--- config.mk ---
export PLATFORM = sky130hd
export DESIGN_NAME = full_subtractor
export DESIGN_NICKNAME = d
export VERILOG_FILES = /design/src/rtl/full_subtractor_pkg.sv /design/src/rtl/full_subtractor_cell.sv /design/src/rtl/full_subtractor.sv
export SDC_FILE = /design/constraint.sdc
export NUM_CORES = 1
export LEC_CHECK = 0
export ABC_AREA = 1
export CAP_MARGIN = 20
export CORE_MARGIN = 3
export CORE_UTILIZATION = 41
export CTS_CLUSTER_DIAMETER = 40
export CTS_CLUSTER_SIZE = 28
export DETAILED_ROUTE_END_ITERATION = 10
export PLACE_DENSITY = 0.79
export SYNTH_ARGS = -nofsm -noshare
export SYNTH_HDL_FRONTEND = slang
export SYNTH_SLANG_ARGS = --single-unit
--- constraint.sdc ---
create_clock -name clk -period 1.4 [get_ports clk]
set_input_delay 0.14 -clock clk [delete_from_list [all_inputs] [get_ports clk]]
set_output_delay 0.14 -clock clk [all_outputs]
set_load 0.02 [all_outputs]
--- src/rtl/full_subtractor_pkg.sv ---
// Shared types and constants for the ripple-borrow subtractor and its bench.
package full_subtractor_pkg;

  typedef struct packed {
    logic minuend;
    logic subtrahend;
    logic borrow_in;
    logic diff;
    logic borrow_out;
  } fs_vector_t;

  localparam int FS_TT_N = 8;

  // Golden 1-bit cell behaviour, indexed by {minuend, subtrahend, borrow_in}.
  localparam fs_vector_t FS_TRUTH_TABLE [0:FS_TT_N-1] = '{
    5'b000_00,
    5'b001_11,
    5'b010_11,
    5'b011_01,
    5'b100_10,
    5'b101_00,
    5'b110_00,
    5'b111_11
  };

endpackage

--- src/rtl/full_subtractor_cell.sv ---
// One-bit full subtractor cell: difference and borrow out from a, b and borrow in.
module full_subtractor_cell
  import full_subtractor_pkg::*;
(
  input  logic a_i,
  input  logic b_i,
  input  logic c_i,
  output logic d_o,
  output logic c_o
);

  assign d_o = a_i ^ b_i ^ c_i;
  assign c_o = (~a_i & b_i) | (~a_i & c_i) | (b_i & c_i);

endmodule

--- src/rtl/full_subtractor.sv ---
// Ripple-borrow subtractor with combinational result, one registered copy and a
// saturating count of valid operations that borrowed out of the MSB.
module full_subtractor
  import full_subtractor_pkg::*;
#(
  parameter int WIDTH = 1,
  parameter int CNT_W = 8
) (
  input  logic             clk,
  input  logic             rst,
  input  logic [WIDTH-1:0] minuend,
  input  logic [WIDTH-1:0] subtrahend,
  input  logic             borrow_in,
  input  logic             in_valid,
  output logic [WIDTH-1:0] diff,
  output logic             borrow_out,
  output logic [WIDTH-1:0] diff_q,
  output logic             borrow_out_q,
  output logic             out_valid,
  output logic [CNT_W-1:0] borrow_cnt
);

  localparam logic [CNT_W-1:0] CNT_MAX = '1;

  logic [WIDTH:0]   brw;
  logic [CNT_W-1:0] cnt_d;

  assign brw[0] = borrow_in;

  for (genvar i = 0; i < WIDTH; i++) begin : g_bit
    full_subtractor_cell u_cell (
      .a_i (minuend[i]),
      .b_i (subtrahend[i]),
      .c_i (brw[i]),
      .d_o (diff[i]),
      .c_o (brw[i+1])
    );
  end

  assign borrow_out = brw[WIDTH];

  // Counter holds at all-ones instead of wrapping.
  always_comb begin
    cnt_d = borrow_cnt;
    if (borrow_out && (borrow_cnt != CNT_MAX)) begin
      cnt_d = borrow_cnt + CNT_W'(1);
    end
  end

  always_ff @(posedge clk) begin
    if (rst) begin
      diff_q       <= '0;
      borrow_out_q <= 1'b0;
      out_valid    <= 1'b0;
      borrow_cnt   <= '0;
    end else begin
      out_valid <= in_valid;
      if (in_valid) begin
        diff_q       <= diff;
        borrow_out_q <= borrow_out;
        borrow_cnt   <= cnt_d;
      end
    end
  end

endmodule

Word level (Yosys, flattened, before mapping)
Cells that the tools add are included.

Bits in registers: 11.

Add/subtract/negate cells: 1. Equal/unequal tests: 1. Bitwise gates (word level): 8. Reduce and logical (&&, ||, !) cells: 2.

Operators with widths (number): $add 8x1->8 const B (1); $ne 8x8->1 const B (1); $and 1x1->1 (3); $or 1x1->1 (2); $reduce_and 2->1 (1); $xor 1x1->1 (2); $logic_and 1x1->1 (1); $not 1->1 (1).

Depth between registers and ports, before layout
Gate-level depths: netlist of the first run.

Depth after elaboration: 6. Depth in mapped cells: 9.

By module
Synthesis of the first run repeated with hierarchy kept, for this count alone.

Cell total of the unflattened synthesis: 77. Area, all modules: 535.5 µm².

Modules (own cells, without submodules): full_subtractor (instances 1, cells an instance 74, area an instance 508.0 µm²); full_subtractor_cell (instances 1, cells an instance 3, area an instance 27.5 µm²).

Worst setup path before layout of the first run
OpenSTA, ideal clock, no wires.

Path kind: input port to flip-flop. Start: input minuend. End: register borrow_cnt[7]. Setup time: 0.115 ns. Arrival time: 1.314 ns. Required time: 1.285 ns. Setup slack: -0.029 ns. Stages: 8. Path through: inv_1 fa_1 nand2_1 clkinv_2 o21ai_2 nand2_2 a21oi_1 nor2_1.

Longest elaborated chain between the ends: 6. Elaborated cells on any way between the ends: 7. Those cells by class: bitwise (5); reduce/logical (2).

RTL lines: start: declaration (RTL line full_subtractor.sv:11) `input logic [WIDTH-1:0] minuend,`; $not 1->1 * (RTL line full_subtractor_cell.sv:13) `assign c_o = (~a_i & b_i) | (~a_i & c_i) | (b_i & c_i);`; $and 1x1->1 (RTL line full_subtractor_cell.sv:13); $or 1x1->1 * (2 in series) (RTL line full_subtractor_cell.sv:13); named net borrow_out (RTL line full_subtractor.sv:16) `output logic borrow_out,`; $logic_and 1x1->1 * (RTL line full_subtractor.sv:45) `if (borrow_out && (borrow_cnt != CNT_MAX)) begin`; $reduce_and 2->1 (no source line) *; end signal: assignment (RTL line full_subtractor.sv:61) `borrow_cnt <= cnt_d;`; end: declaration (RTL line full_subtractor.sv:20) `output logic [CNT_W-1:0] borrow_cnt`.

The timed path passes the listed nets; every way through them passes the cells marked *. A chain may end at the register's enable or synchronous reset.

Final worst setup path of the first run
Start: register diff_q. End: output diff_q.

RTL lines: start: declaration (RTL line full_subtractor.sv:17) `output logic [WIDTH-1:0] diff_q,`; start signal: assignment (RTL line full_subtractor.sv:59) `diff_q <= diff;`.

No word-level cell between the ends.

==> results of run 1 <==
## path summary, 6_finish.rpt
path | slack [ns] | end | startpoint | depth (start not counted)
hold reg to reg | 0.47 | borrow_out_q | borrow_out_q | 2
setup / recovery | 0.04 | diff_q | diff_q | 1
setup reg to reg | 0.15 | borrow_cnt[5] | borrow_cnt[1] | 8
hold / removal | 0.41 | diff_q | subtrahend | 3
## timing repair
| item | in CTS | in global routing |
|---|---|---|
| pin swaps | 4 | 0 |
| endpoints found under the hold margin | 0 | 0 |
| resized for setup | 24 | 4 |
| setup endpoints to repair | 14 | 5 |
## logic make-up after synthesis
| kind of cell | Yosys count |
|---|---|
| simple gates | 42 |
| flops | 11 |
| compound gates | 9 |
| buf+inv | 9 |
| xor+xnor | 2 |
| fa+ha+maj | 2 |
## per-stage QoR
stage	std cells	TNS (ns)	worst slack [ns]
2_1_floorplan	75	0	0.0655
3_3_place_gp	113	-3.15	-0.512
3_5_place_dp	113	-3.51	-0.520
4_1_cts	117	0	0.00895
5_1_grt	117	0	0.00453
6_report	117	0	0.0356
## layout make-up
| cell class | instances | area [µm²] | share of cell area (%) |
|---|---|---|---|
| Clock buffer | 3 | 22.5 | 2.62 |
| Timing Repair Buffer | 24 | 221 | 25.8 |
| Tap cell | 14 | 17.5 | 2.04 |
| Inverter | 9 | 38.8 | 4.52 |
| Clock inverter | 1 | 5.00 | 0.583 |
| Multi-Input combinational cell | 55 | 332 | 38.6 |
| Sequential cell | 11 | 221 | 25.8 |
## placed cells by master, fill, tap and decap left out, types with 3 or more instances in the layout
master	n
nor2_1	9
inv_1	6
buf_4	6
clkbuf_4	3
nand2_1	17
dfxtp_1	10
clkdlybuf4s50_1	5
a21oi_1	6
nand2_4	3
nand3_1	4
dlygate4sd2_1	9
## metal layers
layer / part of all wire [%] / track usage [%]
met1: 43 / 15.4
met2: 48 / 28.7
met5: 0 / 0
met4: 1.8 / 7.23
met3: 7.5 / 5.93
## sequential cells by signal, summed over array words and instances (netlist names)
| signal | count |
|---|---|
| borrow_cnt | 8 |
| out_valid | 1 |
| borrow_out_q | 1 |
| diff_q | 1 |
## report_power, final
part           internal, mW  switching (mW)  leakage (nW)
combinational        0.0721          0.0803         0.315
sequential            0.326          0.0109        0.0900
clock                 0.106           0.123        0.0177
total                 0.504           0.214         0.423
==> impl_results.md, run 1 <==
* Root Buffer: clkbuf_4
* Main flop type after synthesis: dfxtp_1
* Grt ovf at 0
* Final min period at 1.36 ns
* Global-route wire length before repair at 2170 µm
* Largest area contributor in the netlist: dfxtp_1
* Syn nets at 83
* Sequential-to-total area share from yosys stat at 39.1%
* Initial Utilization at 46.9%
* Synth-to-layout area growth at 52.4%
* GPL Wtd Cong at 0.786
* Share of post-route cells with drive strength above 1 at between 20% and 30%
* Antenna violations before repair at 0
* Die width at 43.1 µm
* Clk pin slew, worst setup/hold paths at 0.08 ns
* Most frequent cell after synthesis: nand2_1
* Drt pass-1 iters at 6
* Placed Area at approximately 800 µm²
* CP Max Fanout at 2
* Final setup vio count at 0
* Post-route cell area at ~860 µm²
* DRC Markers at 0
* Critical-path cell list: clkdlybuf4s50_1
* Via count at 571
* Post-synth ARST share at 0%
* Boundary pin count at 19
* Post-synthesis compound-gate area fraction at 8.67%
* Crit path buf inv count at 1
* Netlist cell types at 20
* DPL Wire Length at 965 µm
* Hold Slack at 0.415 ns
* Dominant cells by area after synthesis: dfxtp_1 (39%), nand2_1 (12%), a21oi_1 (6.2%)
* Post-synthesis adder-cell area fraction at between 5 and 6%
* Post-synth EDFFs at 0
* Average cell area after synthesis at 7.51 µm²
* Top delay family on crit path: buffers and inverters
* Post-synth top area share at between 30 and 40%
* Largest family of logic cells by synthesized area: simple AND/OR/NAND/NOR gates
* Maxcap violations at 0
* Post-Synth XOR/XNOR Area at 3.11%
* Post-DR wirelength/cell at 11.1 µm
* DRT iter0 DRCs at 5
* CP startpoint kind: register
* GRT Util Overall at 15.8%
* Number of synthesized register bits at 11
* Outcome: completed
* Die span in y at 43.1 µm
* Cells after Synth at 75
* Port Buffer Count at 18
* Simple-Gate Fraction of Synth Area at 37.1%
* Nets at 112
* Mux contribution to synthesized area at 0%
* Unrepaired setup endpoints after global routing: false
* Vias in the first global route at 557
* CTS Buffer Depth at 2
* Synth warn at 0
* Max Fclk at between 0.7 and 0.8 GHz
* Hold Fails Final Rpt at 0
* CTS tree: yes
* CTS Buf Count at 3
* Leak pwr at 0.423 nW
* Class of the most critical setup path: register to primary output
* Die ar. at 1850 µm²
* Hold Path Class: input pin to register
* Final Cycle Share at a little over nine tenths
* Worst EP arrival at 1.22 ns
* Util after Layout at 71.5%
* Final WL at 1300 µm
* Number of vias per cell at slightly below 5
* Worst-Skew Late Latency at ~0.27 ns
* # diodes at 0
* WP data required at 1.26 ns
* Fillers at between 100 and 150
* Largest net degree at the start of global routing at 8
* ANT nets after route at 0
* Pwr dens at 837 nW/µm²
* Fin Clk Skew at 0.000831 ns
* Critical-path top delay cell: clkdlybuf4s50_1
* Max H-tree Level at 1
* Worst-Margin Slew at 0.225 ns
* Pins over their slew limit at 0
* Max VDD drop at about 530 µV
* Rel. slew slack at 84.9%
* # Post-CTS Setup Buffers at 0
* Slowest stage delay, CP at 0.61 ns
* Mapped Area at 563 µm²
* Hold buffers post-CTS at 0
* Core ar. at 1200 µm²
* CTS Sinks at 11
* CP endpoint kind: primary output
* Pwr Total at around 0.72 mW
* Num rows at 12
* Post-synth top cells: nand2_1 (18), dfxtp_1 (11), nor2_1 (9)
No activity file was read; power rests on OpenSTA's default activity.
==> run 2, diff against run 1 <==
Settings changed: CTS_CLUSTER_SIZE 28 to default.
==> results of run 2 <==
The final DEF is identical to that of run 1; final timing and power are the same.
==> run 3, diff against run 2 <==
Settings changed: CORE_MARGIN 3 to 2, SLEW_MARGIN from default to 20.
==> impl_results.md, run 3 (synthesis gave the netlist of run 1 again) <==
* Final setup vio count at 0 (unchanged)
* Biggest register: borrow_cnt (unchanged)
* Number of cells on the worst hold path at 3 (unchanged)
* Drt pass-1 iters at 4 (was 6)
* Worst EP arrival at 1.22 ns (about the same)
* Boundary pin count at 19 (unchanged)
* Initial Utilization at 43.8% (was 46.9%)
* Wl on met1 at 578 µm (was 553 µm)
* Hold EP: diff_q (unchanged)
* Final Cycle Share at 96.8% (was 97.5%)
* CTS Sinks at 11 (unchanged)
* Worst-Margin Slew at 0.254 ns (was 0.225 ns)
* Rel. slew slack at 83.1% (was 84.9%)
* Wire length on met3 at 102 µm (was 97 µm)
* DRC Markers at 0 (unchanged)
* Largest net degree at the start of global routing at 8 (unchanged)
* # diodes at 0 (unchanged)
* Final WL at 1290 µm (was 1300 µm)
* Class of the most critical setup path: register to primary output (unchanged)
* Die ar. at 1690 µm² (was 1850 µm²)
* CP endpoint kind: primary output (unchanged)
* Clk pin slew, worst setup/hold paths at 0.08 ns (about the same)
* WP data required at 1.26 ns (about the same)
* Num rows at 13 (was 12)
* Top delay family on crit path: buffers and inverters (unchanged)
* Core ar. at 1280 µm² (was 1200 µm²)
* R2R setup slack at 0.17 ns (was 0.15 ns)
* CTS Buffer Depth at 2 (unchanged)
* CTS Buf Count at 3 (unchanged)
* Hold Fails Final Rpt at 0 (unchanged)
* Port Buffer Count at 18 (unchanged)
* Maxcap violations at 0 (unchanged)
* Worst R2R Start: borrow_cnt[1] (unchanged)
* Die span in y at 41.1 µm (was 43.1 µm)
* DRT iter0 DRCs at 18 (was 5)
* CTS tree: yes (unchanged)
* Number of vias per cell at 4.97 (was 4.88)
* Critical-path cell list: clkdlybuf4s50_1 (unchanged)
* Global-route wire length before repair at 2010 µm (was 2170 µm)
* Max VDD drop at 429 µV (was 527 µV)
* Hold buffers post-CTS at 0 (unchanged)
* Util after Layout at 65.3% (was 71.5%)
* CP startpoint kind: register (unchanged)
* Nets at 112 (unchanged)
* Share of post-route cells with drive strength above 1 at 28.2% (was 29.1%)
* Cells after DPL at 113 (unchanged)
* Crit path buf inv count at 1 (unchanged)
* Hold Path Class: input pin to register (unchanged)
* Grt ovf at 0 (unchanged)
* CP Launch Point: diff_q (unchanged)
* Worst-Skew Late Latency at 0.28 ns (was 0.27 ns)
* ANT nets after route at 0 (unchanged)
* Top Layer Used: met4 (unchanged)
* Via count at 586 (was 571)
* Hold Slack at 0.420 ns (was 0.415 ns)
* Root Buffer: clkbuf_4 (unchanged)
* CP Max Fanout at 2 (unchanged)
* Final std cells w/o fill at 118 (was 117)
* Critical-path top delay cell: clkdlybuf4s50_1 (unchanged)
* Leak pwr at 0.419 nW (was 0.423 nW)
* Min-delay src: subtrahend (unchanged)
* GRT Util Overall at 18.6% (was 15.8%)
* Max H-tree Level at 1 (unchanged)
* Post-DR wirelength/cell at 10.9 µm (was 11.1 µm)
* GPL Wtd Cong at 0.730 (was 0.786)
* Slowest stage delay, CP at 0.61 ns (about the same)
* DPL Wire Length at 980 µm (was 965 µm)
* Pins over their slew limit at 0 (unchanged)
* Final min period at 1.36 ns (about the same)
* Pwr dens at 849 nW/µm² (was 837 nW/µm²)
* Max reg flops at 8 (unchanged)
* Met2 wire len at 581 µm (was 626 µm)
* Worst r2r dst: borrow_cnt[6] (was borrow_cnt[5])
* Max Fclk at 0.738 GHz (was 0.733 GHz)
* Unrepaired setup endpoints after global routing: false (unchanged)
* Die width at 41.1 µm (was 43.1 µm)
* Worst-case reg-to-reg path depth at 8 (unchanged)
* Fin Clk Skew at 0.00381 ns (was 0.000831 ns)
* Commonest non-fill, non-tap cell in the layout: nand2_1 (unchanged)
* Synth-to-layout area growth at 49.1% (was 52.4%)
* Most frequent cells in the layout: nand2_1 (17), dfxtp_1 (10), nor2_1 (9), dlygate4sd2_1 (9) (unchanged)
* Vias in the first global route at 508 (was 557)
* Outcome: completed (unchanged)
* Antenna violations before repair at 0 (unchanged)
-- run 3: worst max-delay path by stage --
stage / endpoint / slack, ns / cells after the start
final: diff_q / 0.04 / 1
after global placement: diff / -0.51 / 5
after floorplan: borrow_cnt[5] / 0.07 / 8
after CTS: borrow_cnt[6] / 0.005 / 1
after detailed placement: diff / -0.54 / 5
after global routing: borrow_out_q / 0.005 / 1
-- run 3: what timing repair did --
action                                  4_1_cts  5_1_grt
pin swaps                                     2        0
endpoints found under the setup margin       13        4
setup buffers                                 1        0
gates resized for setup                      23        4
-- run 3: metal layers --
metal | vias up | track usage, %
li1 | 293 | -
met1 | 262 | 22.1
met2 | 24 | 30.1
met3 | 7 | 6.52
met4 | 0 | 7.50
met5 | - | 0
-- run 3: cell type report --
| cell class | instances | area (µm²) |
|---|---|---|
| clock buffer | 4 | 26.3 |
| tap | 15 | 18.8 |
| timing repair buffer | 24 | 215 |
| fill | 114 | 445 |
| inverter | 9 | 38.8 |
| sequential | 11 | 221 |
| multi-input combinational | 55 | 319 |
-- run 3: per-stage QoR --
step	TNS [ns]	cell area (µm²)	worst slack [ns]	power [mW]
2_1_floorplan	0	566	0.0655	0.415
3_3_place_gp	-3.03	802	-0.512	0.487
3_5_place_dp	-3.39	802	-0.535	0.490
4_1_cts	0	831	0.00510	0.711
5_1_grt	0	840	0.00524	0.738
6_report	0	840	0.0446	0.713
-- run 3: power breakdown --
group / internal, mW / total, mW / switching (mW)
Clock: 0.111 / 0.231 / 0.120
Sequential: 0.326 / 0.338 / 0.0115
Combinational: 0.0677 / 0.144 / 0.0760
